--- config.mk ---
export PLATFORM = sky130hd
export DESIGN_NAME = axi4_burst_master_flat
export DESIGN_NICKNAME = d
export VERILOG_FILES = /design/src/rtl/axi4_burst_master_pkg.sv /design/src/rtl/axi4_burst_master_if.sv /design/src/rtl/axi4_burst_master_watchdog.sv /design/src/rtl/axi4_burst_master.sv /design/src/flat_wrapper.sv
export SDC_FILE = /design/constraint.sdc
export NUM_CORES = 1
export LEC_CHECK = 0
export CORE_UTILIZATION = 38
export CTS_CLUSTER_SIZE = 16
export DETAILED_ROUTE_END_ITERATION = 16
export PLACE_DENSITY = 0.94
export SLEW_MARGIN = 10
export SYNTH_ARGS = -nofsm -noshare
export SYNTH_HDL_FRONTEND = slang
export SYNTH_SLANG_ARGS = --single-unit
--- constraint.sdc ---
create_clock -name m00_axi_aclk -period 4.65 [get_ports m00_axi_aclk]
set_input_delay 0.93 -clock m00_axi_aclk [delete_from_list [all_inputs] [get_ports m00_axi_aclk]]
set_output_delay 0.93 -clock m00_axi_aclk [all_outputs]
set_load 0.01 [all_outputs]
--- src/rtl/axi4_burst_master_pkg.sv ---
// rtl/axi4_burst_master_pkg.sv - shared types and constants for the AXI4 burst master
//
// Purpose: FSM state type, fixed AXI burst attributes, response codes,
// watchdog counter width and the response-merge helper.
package axi_master_pkg;

  typedef enum logic [2:0] {
    ST_IDLE,
    ST_AW,
    ST_W,
    ST_B,
    ST_AR,
    ST_R,
    ST_DONE
  } state_e;

  localparam logic [2:0] AXI_SIZE_4B    = 3'b010;
  localparam logic [1:0] AXI_BURST_INCR = 2'b01;

  localparam logic [1:0] RESP_OKAY   = 2'b00;
  localparam logic [1:0] RESP_EXOKAY = 2'b01;
  localparam logic [1:0] RESP_SLVERR = 2'b10;
  localparam logic [1:0] RESP_DECERR = 2'b11;

  localparam int TO_W = 8;

  // Worst-of merge: response codes are ordered by severity numerically.
  function automatic logic [1:0] resp_max(input logic [1:0] a, input logic [1:0] b);
    return (a > b) ? a : b;
  endfunction

endpackage

--- src/rtl/axi4_burst_master_if.sv ---
// rtl/axi4_burst_master_if.sv - AXI4 AW/W/B/AR/R channel bundle
//
// Purpose: groups the five AXI4 channels between initiator and slave.
// Ports (master view): AW payload/valid out, awready in; W payload/valid out,
// wready in; B bready out, bresp/bid/bvalid in; AR payload/valid out,
// arready in; R rready out, rdata/rresp/rlast/rvalid in.
interface axi4_burst_master_if;

  logic [5:0]  awaddr;
  logic [7:0]  awlen;
  logic [2:0]  awsize;
  logic [1:0]  awburst;
  logic        awid;
  logic        awvalid;
  logic        awready;

  logic [31:0] wdata;
  logic [3:0]  wstrb;
  logic        wlast;
  logic        wvalid;
  logic        wready;

  logic [1:0]  bresp;
  logic        bid;
  logic        bvalid;
  logic        bready;

  logic [5:0]  araddr;
  logic [7:0]  arlen;
  logic [2:0]  arsize;
  logic [1:0]  arburst;
  logic        arvalid;
  logic        arready;

  logic [31:0] rdata;
  logic [1:0]  rresp;
  logic        rlast;
  logic        rvalid;
  logic        rready;

  modport master (
    output awaddr, awlen, awsize, awburst, awid, awvalid,
    input  awready,
    output wdata, wstrb, wlast, wvalid,
    input  wready,
    input  bresp, bid, bvalid,
    output bready,
    output araddr, arlen, arsize, arburst, arvalid,
    input  arready,
    input  rdata, rresp, rlast, rvalid,
    output rready
  );

  modport slave (
    input  awaddr, awlen, awsize, awburst, awid, awvalid,
    output awready,
    input  wdata, wstrb, wlast, wvalid,
    output wready,
    output bresp, bid, bvalid,
    input  bready,
    input  araddr, arlen, arsize, arburst, arvalid,
    output arready,
    output rdata, rresp, rlast, rvalid,
    input  rready
  );

endinterface

--- src/rtl/axi4_burst_master_watchdog.sv ---
// rtl/axi4_burst_master_watchdog.sv - handshake timeout counter
//
// Purpose: counts cycles without a channel handshake.
// Ports: clk/rst_n; clear (restart from zero, wins over enable); enable
// (count this cycle); limit (expiry value); expired (count reached limit
// while enabled).
module axi_watchdog
  import axi_master_pkg::*;
(
  input  logic            clk,
  input  logic            rst_n,
  input  logic            clear,
  input  logic            enable,
  input  logic [TO_W-1:0] limit,
  output logic            expired
);

  logic [TO_W-1:0] count_q;

  // Saturates at the limit so a stalled AW/W/AR wait cannot wrap around.
  always_ff @(posedge clk or negedge rst_n) begin
    if (!rst_n) begin
      count_q <= '0;
    end else if (clear) begin
      count_q <= '0;
    end else if (enable && !expired) begin
      count_q <= count_q + 1'b1;
    end
  end

  assign expired = enable && (count_q == limit);

endmodule

--- src/rtl/axi4_burst_master.sv ---
// rtl/axi4_burst_master.sv - command-driven AXI4 INCR burst initiator
//
// Purpose: turns one write/read command into a complete AXI4 INCR burst.
// Ports: m00_axi_aclk/m00_axi_aresetn clock and async active-low reset;
// cmd_* command handshake (write flag, byte address, len = beats-1);
// wr_* write-beat stream in; rd_* read-beat stream out; done_valid one-cycle
// completion pulse with done_resp (worst response) and done_err; busy;
// m00_axi master side of the AXI4 channels.
module axi4_burst_master
  import axi_master_pkg::*;
#(
  parameter logic ID_VAL  = 1'b1,
  parameter int   TIMEOUT = 255
) (
  input  logic                        m00_axi_aclk,
  input  logic                        m00_axi_aresetn,
  input  logic                        cmd_valid,
  output logic                        cmd_ready,
  input  logic                        cmd_write,
  input  logic [5:0]                  cmd_addr,
  input  logic [7:0]                  cmd_len,
  input  logic [31:0]                 wr_data,
  input  logic                        wr_valid,
  output logic                        wr_ready,
  output logic [31:0]                 rd_data,
  output logic                        rd_valid,
  input  logic                        rd_ready,
  output logic                        rd_last,
  output logic                        done_valid,
  output logic [1:0]                  done_resp,
  output logic                        done_err,
  output logic                        busy,
  axi4_burst_master_if.master         m00_axi
);

  localparam logic [TO_W-1:0] TO_LIMIT = TO_W'(TIMEOUT);

  state_e     state_q, state_d;
  logic [5:0] addr_q;
  logic [7:0] len_q;
  logic [7:0] cnt_q;
  logic [1:0] resp_q;
  logic       err_q;

  logic last_beat;
  logic aw_hs, w_hs, b_hs, ar_hs, r_hs, any_hs;
  logic wd_clear, wd_enable, to_expired;

  assign last_beat = (cnt_q == len_q);

  // Channel outputs are derived from the state register so that an
  // asynchronous reset drops every valid/ready in the same instant.
  assign m00_axi.awaddr  = addr_q;
  assign m00_axi.awlen   = len_q;
  assign m00_axi.awsize  = AXI_SIZE_4B;
  assign m00_axi.awburst = AXI_BURST_INCR;
  assign m00_axi.awid    = ID_VAL;
  assign m00_axi.awvalid = (state_q == ST_AW);

  assign m00_axi.wdata   = (state_q == ST_W) ? wr_data : '0;
  assign m00_axi.wstrb   = 4'hF;
  assign m00_axi.wlast   = (state_q == ST_W) && last_beat;
  assign m00_axi.wvalid  = (state_q == ST_W) && wr_valid;
  assign wr_ready        = (state_q == ST_W) && m00_axi.wready;

  // On timeout the ready is withdrawn in the same cycle the FSM leaves,
  // so a late response cannot complete a handshake we have abandoned.
  assign m00_axi.bready  = (state_q == ST_B) && !to_expired;

  assign m00_axi.araddr  = addr_q;
  assign m00_axi.arlen   = len_q;
  assign m00_axi.arsize  = AXI_SIZE_4B;
  assign m00_axi.arburst = AXI_BURST_INCR;
  assign m00_axi.arvalid = (state_q == ST_AR);

  assign m00_axi.rready  = (state_q == ST_R) && rd_ready && !to_expired;
  assign rd_valid        = (state_q == ST_R) && m00_axi.rvalid;
  assign rd_data         = (state_q == ST_R) ? m00_axi.rdata : '0;
  assign rd_last         = (state_q == ST_R) && m00_axi.rlast;

  assign aw_hs  = m00_axi.awvalid && m00_axi.awready;
  assign w_hs   = m00_axi.wvalid  && m00_axi.wready;
  assign b_hs   = m00_axi.bvalid  && m00_axi.bready;
  assign ar_hs  = m00_axi.arvalid && m00_axi.arready;
  assign r_hs   = m00_axi.rvalid  && m00_axi.rready;
  assign any_hs = aw_hs || w_hs || b_hs || ar_hs || r_hs;

  assign cmd_ready  = (state_q == ST_IDLE) && m00_axi_aresetn;
  assign busy       = (state_q != ST_IDLE);
  assign done_valid = (state_q == ST_DONE);
  assign done_resp  = resp_q;
  assign done_err   = err_q;

  assign wd_enable = (state_q == ST_AW) || (state_q == ST_W) || (state_q == ST_B) ||
                     (state_q == ST_AR) || (state_q == ST_R);
  assign wd_clear  = (state_d != state_q) || any_hs;

  axi_watchdog u_watchdog (
    .clk     (m00_axi_aclk),
    .rst_n   (m00_axi_aresetn),
    .clear   (wd_clear),
    .enable  (wd_enable),
    .limit   (TO_LIMIT),
    .expired (to_expired)
  );

  always_ff @(posedge m00_axi_aclk or negedge m00_axi_aresetn) begin
    if (!m00_axi_aresetn) begin
      state_q <= ST_IDLE;
    end else begin
      state_q <= state_d;
    end
  end

  // AW/W/AR ignore the timeout for sequencing: a raised valid must stay up
  // until the slave takes it, so only the error flags record the stall.
  always_comb begin
    state_d = state_q;
    case (state_q)
      ST_IDLE: if (cmd_valid) state_d = cmd_write ? ST_AW : ST_AR;
      ST_AW:   if (aw_hs) state_d = ST_W;
      ST_W:    if (w_hs && last_beat) state_d = ST_B;
      ST_B:    if (b_hs || to_expired) state_d = ST_DONE;
      ST_AR:   if (ar_hs) state_d = ST_R;
      ST_R:    if ((r_hs && last_beat) || to_expired) state_d = ST_DONE;
      ST_DONE: state_d = ST_IDLE;
      default: state_d = ST_IDLE;
    endcase
  end

  always_ff @(posedge m00_axi_aclk or negedge m00_axi_aresetn) begin
    if (!m00_axi_aresetn) begin
      addr_q <= '0;
      len_q  <= '0;
      cnt_q  <= '0;
      resp_q <= RESP_OKAY;
      err_q  <= 1'b0;
    end else begin
      case (state_q)
        ST_IDLE: begin
          if (cmd_valid) begin
            addr_q <= cmd_addr;
            len_q  <= cmd_len;
            cnt_q  <= '0;
            resp_q <= RESP_OKAY;
            err_q  <= 1'b0;
          end
        end
        ST_W: begin
          if (w_hs && !last_beat) cnt_q <= cnt_q + 8'd1;
        end
        ST_B: begin
          if (b_hs) begin
            resp_q <= resp_max(resp_q, m00_axi.bresp);
            if (m00_axi.bid != ID_VAL) err_q <= 1'b1;
          end
        end
        ST_R: begin
          if (r_hs) begin
            resp_q <= resp_max(resp_q, m00_axi.rresp);
            if (m00_axi.rlast != last_beat) err_q <= 1'b1;
            if (!last_beat) cnt_q <= cnt_q + 8'd1;
          end
        end
        default: ;
      endcase
      if (to_expired) begin
        err_q  <= 1'b1;
        resp_q <= RESP_SLVERR;
      end
    end
  end

endmodule

--- src/flat_wrapper.sv ---
// flat-port wrapper written by rule: the top's interface ports become plain ports
module axi4_burst_master_flat import axi_master_pkg::*;
#(
  parameter logic ID_VAL  = 1'b1,
  parameter int   TIMEOUT = 255
)
  (m00_axi_aclk, m00_axi_aresetn, cmd_valid, cmd_ready, cmd_write, cmd_addr, cmd_len, wr_data, wr_valid, wr_ready, rd_data, rd_valid, rd_ready, rd_last, done_valid, done_resp, done_err, busy, m00_axi_awaddr, m00_axi_awlen, m00_axi_awsize, m00_axi_awburst, m00_axi_awid, m00_axi_awvalid, m00_axi_awready, m00_axi_wdata, m00_axi_wstrb, m00_axi_wlast, m00_axi_wvalid, m00_axi_wready, m00_axi_bresp, m00_axi_bid, m00_axi_bvalid, m00_axi_bready, m00_axi_araddr, m00_axi_arlen, m00_axi_arsize, m00_axi_arburst, m00_axi_arvalid, m00_axi_arready, m00_axi_rdata, m00_axi_rresp, m00_axi_rlast, m00_axi_rvalid, m00_axi_rready);
  axi4_burst_master_if m00_axi_i ();
  input  logic m00_axi_aclk;
  input  logic m00_axi_aresetn;
  input  logic cmd_valid;
  output logic cmd_ready;
  input  logic cmd_write;
  input  logic [5:0] cmd_addr;
  input  logic [7:0] cmd_len;
  input  logic [31:0] wr_data;
  input  logic wr_valid;
  output logic wr_ready;
  output logic [31:0] rd_data;
  output logic rd_valid;
  input  logic rd_ready;
  output logic rd_last;
  output logic done_valid;
  output logic [1:0] done_resp;
  output logic done_err;
  output logic busy;
  output wire logic [$bits(m00_axi_i.awaddr)-1:0] m00_axi_awaddr;
  output wire logic [$bits(m00_axi_i.awlen)-1:0] m00_axi_awlen;
  output wire logic [$bits(m00_axi_i.awsize)-1:0] m00_axi_awsize;
  output wire logic [$bits(m00_axi_i.awburst)-1:0] m00_axi_awburst;
  output wire logic [$bits(m00_axi_i.awid)-1:0] m00_axi_awid;
  output wire logic [$bits(m00_axi_i.awvalid)-1:0] m00_axi_awvalid;
  input wire logic [$bits(m00_axi_i.awready)-1:0] m00_axi_awready;
  output wire logic [$bits(m00_axi_i.wdata)-1:0] m00_axi_wdata;
  output wire logic [$bits(m00_axi_i.wstrb)-1:0] m00_axi_wstrb;
  output wire logic [$bits(m00_axi_i.wlast)-1:0] m00_axi_wlast;
  output wire logic [$bits(m00_axi_i.wvalid)-1:0] m00_axi_wvalid;
  input wire logic [$bits(m00_axi_i.wready)-1:0] m00_axi_wready;
  input wire logic [$bits(m00_axi_i.bresp)-1:0] m00_axi_bresp;
  input wire logic [$bits(m00_axi_i.bid)-1:0] m00_axi_bid;
  input wire logic [$bits(m00_axi_i.bvalid)-1:0] m00_axi_bvalid;
  output wire logic [$bits(m00_axi_i.bready)-1:0] m00_axi_bready;
  output wire logic [$bits(m00_axi_i.araddr)-1:0] m00_axi_araddr;
  output wire logic [$bits(m00_axi_i.arlen)-1:0] m00_axi_arlen;
  output wire logic [$bits(m00_axi_i.arsize)-1:0] m00_axi_arsize;
  output wire logic [$bits(m00_axi_i.arburst)-1:0] m00_axi_arburst;
  output wire logic [$bits(m00_axi_i.arvalid)-1:0] m00_axi_arvalid;
  input wire logic [$bits(m00_axi_i.arready)-1:0] m00_axi_arready;
  input wire logic [$bits(m00_axi_i.rdata)-1:0] m00_axi_rdata;
  input wire logic [$bits(m00_axi_i.rresp)-1:0] m00_axi_rresp;
  input wire logic [$bits(m00_axi_i.rlast)-1:0] m00_axi_rlast;
  input wire logic [$bits(m00_axi_i.rvalid)-1:0] m00_axi_rvalid;
  output wire logic [$bits(m00_axi_i.rready)-1:0] m00_axi_rready;
  assign m00_axi_awaddr = m00_axi_i.awaddr;
  assign m00_axi_awlen = m00_axi_i.awlen;
  assign m00_axi_awsize = m00_axi_i.awsize;
  assign m00_axi_awburst = m00_axi_i.awburst;
  assign m00_axi_awid = m00_axi_i.awid;
  assign m00_axi_awvalid = m00_axi_i.awvalid;
  assign m00_axi_i.awready = m00_axi_awready;
  assign m00_axi_wdata = m00_axi_i.wdata;
  assign m00_axi_wstrb = m00_axi_i.wstrb;
  assign m00_axi_wlast = m00_axi_i.wlast;
  assign m00_axi_wvalid = m00_axi_i.wvalid;
  assign m00_axi_i.wready = m00_axi_wready;
  assign m00_axi_i.bresp = m00_axi_bresp;
  assign m00_axi_i.bid = m00_axi_bid;
  assign m00_axi_i.bvalid = m00_axi_bvalid;
  assign m00_axi_bready = m00_axi_i.bready;
  assign m00_axi_araddr = m00_axi_i.araddr;
  assign m00_axi_arlen = m00_axi_i.arlen;
  assign m00_axi_arsize = m00_axi_i.arsize;
  assign m00_axi_arburst = m00_axi_i.arburst;
  assign m00_axi_arvalid = m00_axi_i.arvalid;
  assign m00_axi_i.arready = m00_axi_arready;
  assign m00_axi_i.rdata = m00_axi_rdata;
  assign m00_axi_i.rresp = m00_axi_rresp;
  assign m00_axi_i.rlast = m00_axi_rlast;
  assign m00_axi_i.rvalid = m00_axi_rvalid;
  assign m00_axi_rready = m00_axi_i.rready;
  axi4_burst_master #(.ID_VAL(ID_VAL), .TIMEOUT(TIMEOUT)) u_core (.m00_axi_aclk(m00_axi_aclk), .m00_axi_aresetn(m00_axi_aresetn), .cmd_valid(cmd_valid), .cmd_ready(cmd_ready), .cmd_write(cmd_write), .cmd_addr(cmd_addr), .cmd_len(cmd_len), .wr_data(wr_data), .wr_valid(wr_valid), .wr_ready(wr_ready), .rd_data(rd_data), .rd_valid(rd_valid), .rd_ready(rd_ready), .rd_last(rd_last), .done_valid(done_valid), .done_resp(done_resp), .done_err(done_err), .busy(busy), .m00_axi(m00_axi_i));
endmodule
==> impl_metrics.toml <==
[cells_and_area]
final_net_count = 638
fin_area_um2 = 5000
antenna_cells = 0
fillers = 614
area_growth_pct = 67.4
multi_input_area_um2 = 1810
drive_gt1_share_pct = 6.13
seq_area_um2 = 901

[synthesis]
synth_edf_count = 0
synth-simple-area-share_pct = 37.6
yosys_warnings = 0
synth_cells = 359
synthAdderAreaFrac_pct = 2.52
postSynthRegisterBits = 36
synth-xor-area-share_pct = 4.40
synth_top_area_share_pct = 30.2
synth_area_leaders = "dfrtp_1 30%, and2_1 15%, nand2_1 8.4%, buf_4 7.8%, xor2_1 2.9%"
yosysMostFrequentCell = "and2_1"
syn_area_um2 = 2980
async_flop_share_pct = 100
synth_common_cells = "70 x and2_1, 67 x nand2_1, 36 x dfrtp_1"
yosys.area.top_type = "dfrtp_1"
seq_area_frac_synth_pct = 30.2
synth-compound-area-share_pct = 11.9
synth_top_family_by_area = "simple AND/OR/NAND/NOR gates"
ys.flop_type = "dfrtp_1"
synth_area_per_cell_um2 = 8.31
synth.distinct_cells = 56
synthMuxAreaShare_pct = 2.22

[clocking]
ctsResizeCount = 0
clock-sinks = 36
htree_num_levels = 2
clockBufferDepth = 2
cts_buffers = 5
cts_setup_buffers = 0
cts_tree = "built"
clk_latency_ns = 0.30
clk_pin_slew_ns = 0.08
hold_buffers = 0
cts-root-buf = "clkbuf_8"

[power]
ir_worst_vdd_v = 0.000223
combPwrFrac_pct = 61.7
seqPwrFrac_pct = 25.6
p_switching_mw = 0.913
total_leakage_power_nw = 2.17
clkPwrFrac_pct = 12.8
swShare_pct = 41.3
p_per_area_nw_per_um2 = 442
internal_power_mw = 1.30

[placement]
io_buffers = 201
placed_cell_area_um2 = 4880
dp_hpwl_um = 7910
gp_congestion = 0.893

[routing]
top_layer = "met4"
drt_iter0_markers = 149
via_per_inst = 4.89
wl_um = 10100
drtPass1Iterations = 4
wl_met2_um = 4910
ant_nets = 0
post-route-drc-count = 0
vias = 3113
m1WireLength_um = 4380
wl_met3_um = 638
wl_per_cell_um = 15.8

[global_route]
grt_antenna_before_repair = 0
grt_overflow = 0
grtUsageTotal_pct = 24.7
grt_max_degree = 40
grt_pass1_vias = 3095
grt_pass1_wl_um = 16300

[run]
maxCapViolCount = 0

[min_path]
hp-class = "reg -> reg"

[setup_path]
critPathKind = "reg -> out"
critical_path.max_fanout = 39
crit_end = "m00_axi_rready"
startpoint = "u_core.state_q[2]$_DFF_PN0_"
regToRegEndpoint = "u_core.done_resp[1]$_DFFE_PN0P_"
r2r_slack_ns = 1.97
slowest_stage = "and3b_1"
cp_cell_sequence = "and3b_1, and3_1, clkdlybuf4s50_1"
worst_setup_path_start_kind = "flop"
setup.worst_path.end_class = "primary output"
rr_worst_depth = 5
rr_startpoint = "u_core.state_q[2]$_DFF_PN0_"
crit_family = "simple AND/OR/NAND/NOR gates"
cp.required_ns = 3.72
crit_cells = 3
cp.arrival_ns = 2.88
slowest_delay_ns = 1.00
crit_buf_inv = 1

[timing]
hold_viol = 0
worst_pin_slew_ns = 1.10
period_needed_ns = 3.81
finalSetupTns_ns = 0
relSlewSlack_pct = 26.3
skew_ns = 0.00926
rsz0062_at_grt = "false"
report.final.slew_viol_count = 0
fmax_ghz = 0.262
setup_viol = 0
fin_crit_sh_pct = 82.0

[floorplanning]
core_um2 = 7410
initial_core_util_pct = 40.3
io-pin-count = 217
die_width_um = 90.6
rows = 31
dieArea_um2 = 8210
die_h_um = 90.6

[run_status]
status = "completed"
## per-layer routing
layer,up-vias,track usage [%]
li1,1509,-
met1,1455,31.8
met5,-,0
met3,16,4.46
met4,0,5.78
met2,133,42.8
## worst min path at each step
stage	cells after the start	startpoint	slack [ns]	end
floorplan	1	u_core.cnt_q[4]$_DFFE_PN0P_	0.48	u_core.cnt_q[4]$_DFFE_PN0P_
global placement	2	u_core.m00_axi.araddr[4]$_DFFE_PN0P_	0.48	u_core.m00_axi.araddr[4]$_DFFE_PN0P_
detailed placement	2	u_core.m00_axi.araddr[0]$_DFFE_PN0P_	0.49	u_core.m00_axi.araddr[0]$_DFFE_PN0P_
CTS	2	u_core.m00_axi.araddr[0]$_DFFE_PN0P_	0.51	u_core.m00_axi.araddr[0]$_DFFE_PN0P_
global route	2	u_core.m00_axi.araddr[5]$_DFFE_PN0P_	0.53	u_core.m00_axi.araddr[5]$_DFFE_PN0P_
finish	2	u_core.m00_axi.araddr[0]$_DFFE_PN0P_	0.51	u_core.m00_axi.araddr[0]$_DFFE_PN0P_
## area by class of cell
type / instances / area share (%)
timing repair buffer: 203 / 40.5
sequential: 36 / 18.0
inverter: 7 / 0.526
clock inverter: 3 / 0.851
clock buffer: 5 / 1.38
tap: 99 / 2.48
multi-input combinational: 284 / 36.3
## worst register-to-register path: stages, from the launching register on
cell and delay, ns:
dfrtp_1 0.75, and3b_1 1.00, o211ai_1 0.26, o211ai_2 0.16, a21oi_2 0.10, mux2_4 0.31
## placed cells by master, fill, tap and decap left out, types with 2 or more instances in the layout
cell and instances:
and3_1 7, a21oi_1 5, o211ai_2 2, clkbuf_8 5, nand4_1 3, xnor2_1 5, nor2_1 13, and3b_1 2
nand2_1 67, inv_1 7, xor2_1 10, ha_1 6, nor2b_1 7, nand3_1 8, nor4_4 2, mux2i_1 4
nor3_1 6, clkdlybuf4s50_1 200, o21ai_1 5, nor3_2 2, dfrtp_1 36, and4_1 3, and2_1 70, o21ai_0 8
conb_1 15, o211ai_1 4, buf_4 2, a221oi_2 2
## per-stage QoR
stage	worst slack, ns	utilization, %	power, mW	std cells	hold slack, ns
2_1_floorplan	2.38	-	1.34	372	0.479
3_3_place_gp	1.32	65.9	1.89	629	0.479
3_5_place_dp	1.21	65.9	1.93	629	0.492
4_1_cts	0.884	67.4	2.22	637	0.511
5_1_grt	0.657	67.4	2.36	637	0.531
6_report	0.836	67.4	2.21	637	0.506
## logic make-up (layout without fill, tap and decap cells)
kind of cell / Yosys count / count (layout)
simple gates: 199 / 199
mux: 6 / 6
flops: 36 / 36
buf+inv: 52 / 218
xor+xnor: 15 / 15
fa+ha+maj: 6 / 6
other cells: 2 / 15
compound gates: 43 / 43
## registers in the layout, summed over array words and instances, names as in the netlist
signal,flops
u_core.cnt_q,8
u_core.m00_axi.arlen,8
u_core.u_watchdog.count_q,8
u_core.m00_axi.araddr,6
u_core.state_q,3
u_core.done_resp,2
u_core.done_err,1
## power groups by stage
stage | Sequential [mW] | Clock, mW | Combinational (mW)
after floorplan | 0.538 | 0 | 0.801
after global placement | 0.558 | 0 | 1.33
after detailed placement | 0.570 | 0 | 1.36
after CTS | 0.563 | 0.284 | 1.37
after global routing | 0.591 | 0.298 | 1.47
final | 0.564 | 0.282 | 1.36
(Power assumes the default switching activity.)
==> patch: new RTL, same flow settings <==
`ID_VAL` is set to 1'b1 in 2 places; all go to 1'b0.
--- a/src/rtl/axi4_burst_master.sv
+++ b/src/rtl/axi4_burst_master.sv
@@ -9,7 +9,7 @@
 module axi4_burst_master
   import axi_master_pkg::*;
 #(
-  parameter logic ID_VAL  = 1'b1,
+  parameter logic ID_VAL  = 1'b0,
   parameter int   TIMEOUT = 255
 ) (
   input  logic                        m00_axi_aclk,
--- a/src/flat_wrapper.sv
+++ b/src/flat_wrapper.sv
@@ -1,7 +1,7 @@
 // flat-port wrapper written by rule: the top's interface ports become plain ports
 module axi4_burst_master_flat import axi_master_pkg::*;
 #(
-  parameter logic ID_VAL  = 1'b1,
+  parameter logic ID_VAL  = 1'b0,
   parameter int   TIMEOUT = 255
 )
   (m00_axi_aclk, m00_axi_aresetn, cmd_valid, cmd_ready, cmd_write, cmd_addr, cmd_len, wr_data, wr_valid, wr_ready, rd_data, rd_valid, rd_ready, rd_last, done_valid, done_resp, done_err, busy, m00_axi_awaddr, m00_axi_awlen, m00_axi_awsize, m00_axi_awburst, m00_axi_awid, m00_axi_awvalid, m00_axi_awready, m00_axi_wdata, m00_axi_wstrb, m00_axi_wlast, m00_axi_wvalid, m00_axi_wready, m00_axi_bresp, m00_axi_bid, m00_axi_bvalid, m00_axi_bready, m00_axi_araddr, m00_axi_arlen, m00_axi_arsize, m00_axi_arburst, m00_axi_arvalid, m00_axi_arready, m00_axi_rdata, m00_axi_rresp, m00_axi_rlast, m00_axi_rvalid, m00_axi_rready);
Check against the original RTL: not equivalent (a bounded check fails within 4 cycles, from zero or initial values and one cycle with m00_axi_aresetn low).
==> patch against the unedited design <==
  * Clock skew decreased by 0.0027 ns
  * Worst setup slack better by 0.071 ns
  * Area after synthesis fell by 0.46%
  * Non-clock buffer count is 1 higher
  * Largest power group unchanged
  * Design area down 0.25%
  * Sequential share of layout area about the same
  * Global-route usage rose by 0.66 points
  * Routed wire length grew 3.9%
  * Count of clock-buffer cells in the layout rose by 2
  * Die area is 0.45% lower
  * Sequential cell count did not move
  * Total power shrank 1.9%
  * Critical endpoint is now rd_data[19]
  * Via count up 1.9%
==> patch: results (changes against the unedited design) <==
Power
  – Gate power share: 62.7% (+1.0 points)
  – Internal power: 1250 µW (-3.2%)
  – IR drop worst, VDD: 0.231 mV (+3.7%)
  – Clock power frac: 11.0% (-1.8 points)

Placed design
  – DP Worst Slack: 1.26 ns (+0.0500 ns)
  – Routability cong.: 0.862 (-3.5%)
  – Hpwl dp: 8280 µm (+4.7%)

Route
  – Routed vias/inst: 4.97 (+1.8%)
  – DR iter-0 viols: 163 (+9.4%)

Cells and area
  – ClkCell Share: 1.88% (-0.35 points)
  – Plain + repair buffers: 204 (+0.49%)
  – Final net count: 639 (+0.16%)
  – Non-clock inverters: 6 (-1)
  – FILL cells: 589 (-4.1%)

Critical path
  – Critical path's largest stage delay: 0.94 ns (-0.06 ns)
  – CP Data Arrival Time: 2.81 ns (-0.07 ns)

Global route
  – Global Route Usage Sum: 25.4% (+0.66 points)
  – Largest net degree at the start of global routing: 39 (-2.5%)
  – Met3 usage: 5.39% (+0.93 points)

Yosys
  – Post-Synth Adder-Cell Area: 2.53% (+0.012 points)
  – Synth Area in XOR/XNOR: 4.42% (+0.020 points)
  – Complex-gate fraction of the synthesized area: 11.5% (-0.45 points)

Floorplanning
  – Die extent in x: 90.4 µm (-0.23%)

Timing
  – Final hold slack: 0.514 ns (+0.00798 ns)

Run status
  – Status: completed

Worst hold path
  – Hold endpoint: u_core.m00_axi.araddr[2]
[patch: cell families after synthesis]
| kind of cell | after synthesis |
|---|---|
| XOR/XNOR | 15 |
| adder cells (fa/ha/maj) | 6 |
| multiplexers | 6 |
| AND/OR/NAND/NOR | 201 |
| buffers and inverters | 51 |
| flip-flops | 36 |
| other | 2 |
| AO/OA/AOI/OAI | 42 |
[patch: metal layers]
metal,routed length (µm),vias up
met4,143,0
met1,4440,1493
met3,635,15
met5,0,-
li1,-,1514
met2,5260,151
[patch: worst max-delay path by stage]
stage / slack, ns / startpoint / end / cells past startpoint
6_report: 0.91 / u_core.state_q[2] / rd_data[19] / 3
3_5_place_dp: 1.26 / u_core.state_q[2] / rd_last / 3
2_1_floorplan: 2.37 / u_core.state_q[1] / rd_data[10] / 5
5_1_grt: 0.72 / u_core.state_q[2] / rd_data[15] / 3
3_3_place_gp: 1.33 / u_core.state_q[2] / m00_axi_rready / 3
4_1_cts: 0.94 / u_core.state_q[2] / rd_last / 3
